===== config.mk =====
export PLATFORM = sky130hd
export DESIGN_NAME = dr_pipeline_flat
export DESIGN_NICKNAME = d
export VERILOG_FILES = /design/src/rtl/dr_pipeline_pkg.sv /design/src/rtl/dr_pipeline_if.sv /design/src/rtl/dr_stage.sv /design/src/rtl/dr_pipeline.sv /design/src/flat_wrapper.sv
export SDC_FILE = /design/constraint.sdc
export NUM_CORES = 1
export LEC_CHECK = 0
export CORE_MARGIN = 8
export CORE_UTILIZATION = 39
export DETAILED_ROUTE_END_ITERATION = 10
export PLACE_DENSITY = 0.9
export REMOVE_ABC_BUFFERS = 1
export SETUP_SLACK_MARGIN = 0.05
export SYNTH_ARGS = -nofsm -noshare
export SYNTH_HDL_FRONTEND = slang
export SYNTH_SLANG_ARGS = --single-unit

===== constraint.sdc =====
create_clock -name CLK -period 1.2 [get_ports CLK]
set_input_delay 0.24 -clock CLK [delete_from_list [all_inputs] [get_ports CLK]]
set_output_delay 0.24 -clock CLK [all_outputs]
set_load 0.02 [all_outputs]

===== src/rtl/dr_pipeline_pkg.sv =====
// Shared datapath defines for the dr_pipeline register chain.
//   DEFAULT_WIDTH : default data width of a datapath register
//   cnt_w()       : width of an occupancy counter able to hold 0..depth
package dr_pipeline_pkg;

    localparam int DEFAULT_WIDTH = 32;

    // A counter for 0..depth needs clog2(depth+1) bits; never less than one.
    function automatic int cnt_w(input int depth);
        return (depth < 1) ? 1 : $clog2(depth + 1);
    endfunction

endpackage


===== src/rtl/dr_pipeline_if.sv =====
// Producer/consumer handshake bundle for dr_pipeline.
//   flush               : synchronous clear of all in-flight entries
//   in_valid/in_data    : producer side, in_ready returned by the pipeline
//   out_valid/out_data  : consumer side, out_ready returned by the consumer
//   count               : registered number of valid stages
// Modports: master = producer/consumer environment, slave = pipeline.
interface dr_pipeline_if #(
    parameter int WIDTH = dr_pipeline_pkg::DEFAULT_WIDTH,
    parameter int DEPTH = 1
) ();
    localparam int CW = dr_pipeline_pkg::cnt_w(DEPTH);

    logic             flush;
    logic             in_valid;
    logic             in_ready;
    logic [WIDTH-1:0] in_data;
    logic             out_valid;
    logic             out_ready;
    logic [WIDTH-1:0] out_data;
    logic [CW-1:0]    count;

    modport master (
        output flush, in_valid, in_data, out_ready,
        input  in_ready, out_valid, out_data, count
    );

    modport slave (
        input  flush, in_valid, in_data, out_ready,
        output in_ready, out_valid, out_data, count
    );
endinterface


===== src/rtl/dr_stage.sv =====
// One valid/data register of the dr_pipeline chain.
//   CLK, RST  : clock, synchronous active-high reset
//   flush     : clears the valid bit, leaves data untouched
//   rdy_in    : ready from the downstream stage
//   rdy_out   : ready offered to the upstream stage (empty or draining)
//   vld_in/data_in   : upstream entry
//   vld_out/data_out : this stage's entry
module dr_stage #(
    parameter int               WIDTH     = 32,
    parameter logic [WIDTH-1:0] RESET_VAL = '0
) (
    input  logic             CLK,
    input  logic             RST,
    input  logic             flush,
    input  logic             rdy_in,
    output logic             rdy_out,
    input  logic             vld_in,
    input  logic [WIDTH-1:0] data_in,
    output logic             vld_out,
    output logic [WIDTH-1:0] data_out
);
    // A stage can take a new entry if it is empty or its entry leaves now.
    assign rdy_out = !vld_out | rdy_in;

    always_ff @(posedge CLK) begin
        if (RST) begin
            vld_out  <= 1'b0;
            data_out <= RESET_VAL;
        end else if (flush) begin
            vld_out  <= 1'b0;
        end else if (rdy_out) begin
            // Bubbles load too; data is don't-care while vld_out is low.
            vld_out  <= vld_in;
            data_out <= data_in;
        end
    end
endmodule


===== src/rtl/dr_pipeline.sv =====
// DEPTH-stage valid/ready register chain with stall, flush and occupancy.
//   CLK, RST : clock, synchronous active-high reset (beats flush/handshake)
//   bus      : dr_pipeline_if slave (flush, in_*, out_*, count)
// Full throughput: ready ripples combinationally from out_ready to in_ready.
module dr_pipeline
    import dr_pipeline_pkg::*;
#(
    parameter int               WIDTH     = DEFAULT_WIDTH,
    parameter int               DEPTH     = 1,
    parameter logic [WIDTH-1:0] RESET_VAL = '0
) (
    input  logic          CLK,
    input  logic          RST,
    dr_pipeline_if.slave  bus
);
    localparam int CW = cnt_w(DEPTH);

    if (DEPTH < 1) begin : g_bad_depth
        $error("dr_pipeline: DEPTH must be at least 1");
    end

    // Index 0 is the producer side; stage i drives index i+1.
    logic [DEPTH:0]            vld_pipe;
    logic [DEPTH:0][WIDTH-1:0] dat_pipe;
    logic [DEPTH:0]            rdy;

    assign vld_pipe[0] = bus.in_valid;
    assign dat_pipe[0] = bus.in_data;
    assign rdy[DEPTH]  = bus.out_ready;

    for (genvar i = 0; i < DEPTH; i++) begin : g_stage
        dr_stage #(
            .WIDTH     (WIDTH),
            .RESET_VAL (RESET_VAL)
        ) u_stage (
            .CLK      (CLK),
            .RST      (RST),
            .flush    (bus.flush),
            .rdy_in   (rdy[i+1]),
            .rdy_out  (rdy[i]),
            .vld_in   (vld_pipe[i]),
            .data_in  (dat_pipe[i]),
            .vld_out  (vld_pipe[i+1]),
            .data_out (dat_pipe[i+1])
        );
    end

    // Flush blocks both sides so nothing transfers in the flush cycle.
    assign bus.in_ready  = rdy[0] & !bus.flush;
    assign bus.out_valid = vld_pipe[DEPTH] & !bus.flush;
    assign bus.out_data  = dat_pipe[DEPTH];

    logic          in_xfer, out_xfer;
    logic [CW-1:0] count_q;

    assign in_xfer  = bus.in_valid & bus.in_ready;
    assign out_xfer = bus.out_valid & bus.out_ready;

    always_ff @(posedge CLK) begin
        if (RST || bus.flush) count_q <= '0;
        else                  count_q <= count_q + CW'(in_xfer) - CW'(out_xfer);
    end

    assign bus.count = count_q;
endmodule


===== src/flat_wrapper.sv =====
// flat-port wrapper written by rule: the top's interface ports become plain ports
module dr_pipeline_flat import dr_pipeline_pkg::*;
#(
    parameter int               WIDTH     = DEFAULT_WIDTH,
    parameter int               DEPTH     = 1,
    parameter logic [WIDTH-1:0] RESET_VAL = '0
)
  (CLK, RST, bus_flush, bus_in_valid, bus_in_data, bus_out_ready, bus_in_ready, bus_out_valid, bus_out_data, bus_count);
  dr_pipeline_if #(.WIDTH(WIDTH), .DEPTH(DEPTH)) bus_i ();
  input  logic CLK;
  input  logic RST;
  input wire logic [$bits(bus_i.flush)-1:0] bus_flush;
  input wire logic [$bits(bus_i.in_valid)-1:0] bus_in_valid;
  input wire logic [$bits(bus_i.in_data)-1:0] bus_in_data;
  input wire logic [$bits(bus_i.out_ready)-1:0] bus_out_ready;
  output wire logic [$bits(bus_i.in_ready)-1:0] bus_in_ready;
  output wire logic [$bits(bus_i.out_valid)-1:0] bus_out_valid;
  output wire logic [$bits(bus_i.out_data)-1:0] bus_out_data;
  output wire logic [$bits(bus_i.count)-1:0] bus_count;
  assign bus_i.flush = bus_flush;
  assign bus_i.in_valid = bus_in_valid;
  assign bus_i.in_data = bus_in_data;
  assign bus_i.out_ready = bus_out_ready;
  assign bus_in_ready = bus_i.in_ready;
  assign bus_out_valid = bus_i.out_valid;
  assign bus_out_data = bus_i.out_data;
  assign bus_count = bus_i.count;
  dr_pipeline #(.WIDTH(WIDTH), .DEPTH(DEPTH), .RESET_VAL(RESET_VAL)) u_core (.CLK(CLK), .RST(RST), .bus(bus_i));
endmodule

Word level (Yosys, flattened, before mapping) --
Index checks and enable logic that the tools add are counted.
Operators by class: add/subtract/negate cells 2, bitwise operators 6, reductions and logical operators 5
Operator list (count):
- $and 1x1->1 | 4
- $logic_not 1->1 | 2
- $reduce_and 2->1 | 1
- $reduce_or 2->1 | 1
- $add 1x1->1 | 1
- $logic_or 1x1->1 | 1
- $not 1->1 | 1
- $or 1x1->1 | 1
- $sub 1x1->1 | 1
Storage, ports and cells: register bits after elaboration 34, output and inout bits 35

Longest topological paths before layout --
Gate-level depths: netlist (run 1).
depth after elaboration 6, gate-level depth with buffers 5, depth with buffers taken out 3

By module --
From an unflattened synthesis (run 1), not the netlist that was laid out.
Second synthesis, totals: cell total of the unflattened synthesis 157, area total of the unflattened synthesis 1435.1 um^2
Modules (own cells, without submodules):
- dr_stage | times used 1, cells an instance 150, area each 1360.1 um^2
- dr_pipeline | times used 1, cells an instance 7, area each 75.1 um^2

Worst setup path after synthesis (run 1) --
Ideal clock, no wire load.
kind reg-to-output, start point reg u_core.g_stage[0].u_stage.vld_out, end point out bus_in_ready, data arrival time 0.873 ns, data required time 0.960 ns, setup slack 0.087 ns, stages on the path, launching flop included 4, buffers on the path 1, path through dfxtp_1 > nor2b_4 > buf_4 > nor2_1
Between the ends: longest elaborated chain between the ends 3
Ends and longest elaborated chain:
- start: declaration | line dr_stage.sv:19 | output logic vld_out,
- start signal: assignment | line dr_stage.sv:33 | vld_out <= vld_in;
- $logic_not 1->1 | line dr_stage.sv:23 | assign rdy_out = !vld_out | rdy_in;
- $or 1x1->1 | line dr_stage.sv:23
- $and 1x1->1 | line dr_pipeline.sv:49 | assign bus.in_ready = rdy[0] & !bus.flush;
- end: declaration | line flat_wrapper.sv:16 | output wire logic [$bits(bus_i.in_ready)-1:0] bus_in_ready;
No other way between the ends.

Worst setup path after layout (run 1) --
start point in bus_out_ready, end point out bus_in_ready
Between the ends: longest elaborated chain between the ends 2
Ends and longest elaborated chain:
- start: declaration | line flat_wrapper.sv:15 | input wire logic [$bits(bus_i.out_ready)-1:0] bus_out_ready;
- $or 1x1->1 | line dr_stage.sv:23
- $and 1x1->1 | line dr_pipeline.sv:49
No other way between the ends.

==> metrics, run 1 <==
status finished, violations left; failing checks negative setup slack; GPL Wtd Cong 0.705; Pwr per Cell Area 1090 mW/mm²; Die Wd 75.8 µm; r2r setup slk -30 ps; final setup violation count 6; internal power 1660 µW; Psw 647 µW; Root Buffer clkbuf_4; routed wire length 4.69 mm; final setup margin -106 ps; Rel. slew slack 80.4%; Antenna Violating Nets Remaining 0; kind of critical path input pin to output pin; Iteration-0 DRC Markers 128; CTS tree built; min-delay worst type input pin to register; max cap viols 0; crit path from bus_out_ready; Seq cells post-synth 34; # diodes 0; clock power share 24.8%; Post-Syn Area 0.00140 mm²; Leak Pwr 0.000881 µW; GRT overflow 0; Peak supply drop 0.000662 V; Area Growth Syn to Fin 51.6%; Max FO, Critical Path 2; Worst Path Arrival 1070 ps; Yosys top cell area share 48.7%; drt wl/cell 16.7 µm; RSZ-0062 raised after global routing true; antenna violations before repair 0; final core utilization 62.5%; worst-case hold path end point u_core.g_stage[0].u_stage.data_out[4]; vias in the first global route 1491; Pre-Repair DR Iteration Count 4; final slew viol count 0; Core Rows 21; worst skew pair latency 330 ps; share of layout cells above drive strength 1 31.9%; Hold Slack 455 ps; Hold-fix buffers, CTS 0; sequential share of the synthesized area 48.7%; CP Capture Type output pin; WP data required 960 ps; CTS sink count 34; largest cells by area after synthesis dfxtp_1 49%, a21oi_1 11%, o21ai_0 9.7%; Fillers 307; post-synth cell types 21; drt drc 0; drt via density 5.26; I/O pin cnt 72; Worst-path clk slew 100 ps; pin count of the biggest net entering global routing 34; Die ar. 0.00575 mm²; number of buffers created by CTS 5; htree depth 2; Worst Hold Depth 3; dpl hpwl 3.04 mm; core footprint 0.00339 mm²; logic gate share of total power 22.3%; sequential fraction of design power 52.9%; largest area contributor in the netlist dfxtp_1; Avg Inst Size Synth 8.78 µm²; Max Freq 0.766 GHz; Min-Delay Startpoint bus_in_data[4]; Port-buffer cells 71; clock tree buffer depth 2; Fin Clk Skew 7.78 ps; Worst-Margin Slew 295 ps; Synth Instances 159; Worst R2R End u_core.g_stage[0].u_stage.data_out[9]; Starting Density 41.2%; global-route wire length before repair 7.19 mm; final hold vios 0; Tcrit/Tclk final 109%; clock period minus worst slack 1310 ps; reg-to-reg startpoint u_core.g_stage[0].u_stage.vld_out; Vias 1479; Ys Warns 0; CP Launch Type input pin; switching share of power 28.0%; die height 75.8 µm; fin nets 272; R2R depth 4; GRT Total Usage 16.9%
[power groups by stage]
| stage | combinational (µW) | sequential [µW] | clock (µW) |
|---|---|---|---|
| after floorplan | 118 | 1320 | 0 |
| after global placement | 536 | 1250 | 0 |
| after detailed placement | 544 | 1250 | 0 |
| after CTS | 500 | 1220 | 587 |
| after global routing | 555 | 1230 | 651 |
| final | 515 | 1220 | 572 |
[per-stage QoR]
stage,worst slack [ps],TNS [ps],instance area [µm²],total power (µW),instances
2_1_floorplan,-19.4,-505,1280,1440,142
5_1_grt,-149,-1610,2120,2440,281
4_1_cts,-108,-189,2060,2310,280
3_3_place_gp,-573,-14350,2150,1780,269
6_report,-106,-213,2120,2310,281
3_5_place_dp,-600,-15090,2150,1790,269
[worst max path at each step]
stage | end | slack [ps] | cells past startpoint
2_1_floorplan | u_core.g_stage[0].u_stage.data_out[0] | -20 | 3
3_3_place_gp | bus_out_valid | -570 | 3
3_5_place_dp | bus_out_valid | -600 | 3
4_1_cts | bus_in_ready | -110 | 3
5_1_grt | bus_in_ready | -150 | 3
6_report | bus_in_ready | -110 | 4
[layout by cell type (no fill, tap or decap)]
cell	count
a21oi_1	28
a21oi_2	4
and2b_1	1
and3b_2	1
buf_12	2
buf_2	31
buf_4	13
buf_6	1
clkbuf_1	2
clkbuf_4	5
clkdlybuf4s50_1	35
clkinv_1	1
dfxtp_1	32
dfxtp_2	2
dlygate4sd2_1	1
nand3_1	23
nand3_2	9
nor2_1	2
nor2b_1	1
nor2b_4	1
nor3_1	2
nor4b_2	1
o21ai_0	26
o21ai_1	6
o21ai_2	1
or2b_4	4
[sequential cells by signal, summed over array words and instances (netlist names)]
| name | flops |
|---|---|
| u_core.bus.count | 1 |
| u_core.g_stage.u_stage.data_out | 32 |
| u_core.g_stage.u_stage.vld_out | 1 |
[worst max-delay path, cell delays in order]
cell and delay [ps]:
clkdlybuf4s50_1 530, nor2b_4 60, nor2_1 90, buf_4 150
[cell families (layout without fill, tap and decap cells)]
logic type | after synthesis | in the layout | synth area share (%)
AOI/OAI and AO/OA | 65 | 65 | 23.3
and+or+nand+nor | 42 | 45 | 19.4
DFF | 34 | 34 | 48.7
buffers and inverters | 18 | 91 | 8.60
[what timing repair did]
| item | in CTS | in global routing |
|---|---|---|
| pin swaps | 0 | 6 |
| resized for setup | 147 | 14 |
| buffers inserted | 1 | 1 |
| cloned | 3 | 0 |
| endpoints found under the setup margin | 68 | 38 |
| hold endpoints to repair | 0 | 0 |
[final cells by class]
| cell class | count | area [µm²] | area share (%) |
|---|---|---|---|
| flip-flops and latches | 34 | 683 | 32.3 |
| clock buffers | 7 | 45.0 | 2.13 |
| repair buffers | 83 | 663 | 31.3 |
| well taps | 46 | 57.6 | 2.72 |
| inverters | 1 | 3.75 | 0.177 |
| multi-input cells | 110 | 664 | 31.4 |
[Yosys cell counts, drive strengths merged]
cell    count
or2b        1
nor2b       2
buf         9
and2b       1
nor2        2
dfxtp      34
clkinv      1
clkbuf      8
nand3      32
o21ai      33
and3b       1
a21oi      32
nor3        2
nor4b       1
[metal layers]
metal	share of wire, %	up-vias	GRT usage, %
met4	1.8	0	7.89
met3	9.4	6	6.58
met5	0	-	0
met2	50	60	27.3
met1	39	693	19.0
li1	-	720	-
Note: power is estimated with default switching activity, not from simulation.
==> run 2, diff against run 1 <==
Settings changed: TNS_END_PERCENT set to 100.
==> results of run 2 <==
Same layout as run 1: the final DEF is identical, and so are final timing and power.
==> run 3, diff against run 2 <==
Settings changed: CORE_MARGIN 8 to 2, PLACE_DENSITY 0.9 to not set, PLACE_DENSITY_LB_ADDON set to 0.12.
==> metrics, run 3 (synthesized netlist as in run 1, its figures left out) <==
Worst-path clk slew 100 ps (about the same); Antenna Violating Nets Remaining 0 (unchanged); final core utilization 59.8% (was 62.5%); Rel. slew slack 80.6% (was 80.4%); global-route wire length before repair 6.58 mm (was 7.19 mm); die height 63.8 µm (was 75.8 µm); GRT Total Usage 20.6% (was 16.9%); Core Rows 21 (unchanged); GPL Wtd Cong 0.672 (was 0.705); WP data required 960 ps (about the same); fin nets 268 (was 272); Die Wd 63.8 µm (was 75.8 µm); dpl hpwl 2.66 mm (was 3.04 mm); core footprint 0.00339 mm² (unchanged); worst skew pair latency 330 ps (about the same); final slew viol count 0 (unchanged); Area Growth Syn to Fin 45.3% (was 51.6%); Non-Filler Instances 277 (was 281); Max Freq 0.797 GHz (was 0.766 GHz); Die ar. 0.00407 mm² (was 0.00575 mm²); Worst-Margin Slew 291 ps (was 295 ps); final hold vios 0 (unchanged); CTS tree built (unchanged); failing checks negative setup slack (unchanged); Pre-Repair DR Iteration Count 4 (unchanged); number of buffers created by CTS 5 (unchanged); max cap viols 0 (unchanged); RSZ-0062 raised after global routing true (unchanged); routed wire length 3.94 mm (was 4.69 mm); Tcrit/Tclk final 105% (was 109%); drt drc 0 (unchanged); Hold-fix buffers, CTS 0 (unchanged); kind of critical path register to output pin (was input pin to output pin); Fillers 323 (was 307); Fin Clk Skew 9.40 ps (was 7.78 ps); min-delay worst type input pin to register (unchanged); Max FO, Critical Path 3 (was 2); pin count of the biggest net entering global routing 34 (unchanged); I/O pin cnt 72 (unchanged); Starting Density 41.2% (unchanged); clock period minus worst slack 1250 ps (was 1310 ps); CP Capture Type output pin (unchanged); # diodes 0 (unchanged); CTS sink count 34 (unchanged); Leak Pwr 0.000853 µW (was 0.000881 µW); CP Launch Type register (was input pin); GRT overflow 0 (unchanged); vias in the first global route 1422 (was 1491); Worst Path Arrival 1010 ps (was 1070 ps); Total Power 2280 µW (was 2310 µW); drt wl/cell 14.2 µm (was 16.7 µm); final setup margin -54.2 ps (was -106 ps); antenna violations before repair 0 (unchanged); CP max-delay cell dfxtp_2 (was clkdlybuf4s50_1); share of layout cells above drive strength 1 26.4% (was 31.9%); CP Cell Sequence nor2b_4 > nor2_1 > buf_4 (was clkdlybuf4s50_1 > nor2b_4 > nor2_1 > buf_4); placed cell count 269 (unchanged); most common cell after layout, fill and taps aside clkdlybuf4s50_1 (unchanged); Pwr per Cell Area 1120 mW/mm² (was 1090 mW/mm²); Vias 1437 (was 1479); max incr delay on CP 350 ps (was 530 ps); Root Buffer clkbuf_4 (unchanged); drt via density 5.19 (was 5.26); final setup violation count 1 (was 6); htree depth 2 (unchanged); largest reg by FF count u_core.g_stage.u_stage.data_out (unchanged); pre-CTS setup slack -631 ps (was -600 ps); post-CTS setup buffers 0 (was 1); clock tree buffer depth 2 (unchanged); most frequent cells in the layout 34 x clkdlybuf4s50_1, 33 x dfxtp_1, 32 x a21oi_1 (was 35 x clkdlybuf4s50_1, 32 x dfxtp_1, 31 x buf_2); Port-buffer cells 71 (unchanged); setup TNS -54.2 ps (was -213 ps); Iteration-0 DRC Markers 108 (was 128); Peak supply drop 0.000737 V (was 0.000662 V); status finished, violations left (unchanged); max reg flops 32 (unchanged)
## run 3: changes by cell type in the layout (fill, tap and decap cells not counted), moves of 2 or more
cell and delta:
a21oi_1 +4, nand3_1 +3, nand3_2 -3, a21oi_2 -4, or2b_4 -2
## run 3: worst paths after layout
check	cells past startpoint	to	slack (ps)	start
max	3	bus_in_ready	-50	u_core.g_stage[0].u_stage.vld_out
max reg2reg	4	u_core.g_stage[0].u_stage.data_out[1]	40	u_core.g_stage[0].u_stage.vld_out
min reg2reg	2	u_core.g_stage[0].u_stage.data_out[19]	480	u_core.g_stage[0].u_stage.data_out[19]
min	3	u_core.g_stage[0].u_stage.data_out[19]	460	bus_in_data[19]
## run 3: per-layer routing
metal	routed length, µm	up-vias	GRT usage, %
li1	-	709	-
met1	1750	684	25.5
met2	1930	42	34.4
met3	233	2	6.34
met4	22	0	5.71
met5	0	-	0
## run 3: report_power, final
part	switching, µW	internal [µW]
clock network	356	221
registers	28.5	1190
logic	249	230
## run 3: worst max-delay path, delay by kind of cell, from the launching register on
family	cells	cell delay, ps
buffers and inverters	1	160
AND/OR/NAND/NOR	2	180
flip-flops	1	350
## run 3: timing repair
item,CTS,global route
pin swaps,0,0
resized for setup,146,3
setup endpoints to repair,67,38
gates cloned,1,0
## run 3: cell type report
cell class,instances,area (µm²),share of cell area (%)
Clock buffer,7,45.0,2.22
Inverter,1,3.75,0.185
Multi-Input combinational cell,108,607,29.9
Sequential cell,34,682,33.6
Tap cell,46,57.6,2.84
Timing Repair Buffer,81,633,31.2
## run 3: through the flow
stage	cell area, µm²	hold WS, ps
floorplan	1280	309
global placement	2140	459
detailed placement	2140	466
CTS	2020	454
global route	2030	455
finish	2030	462
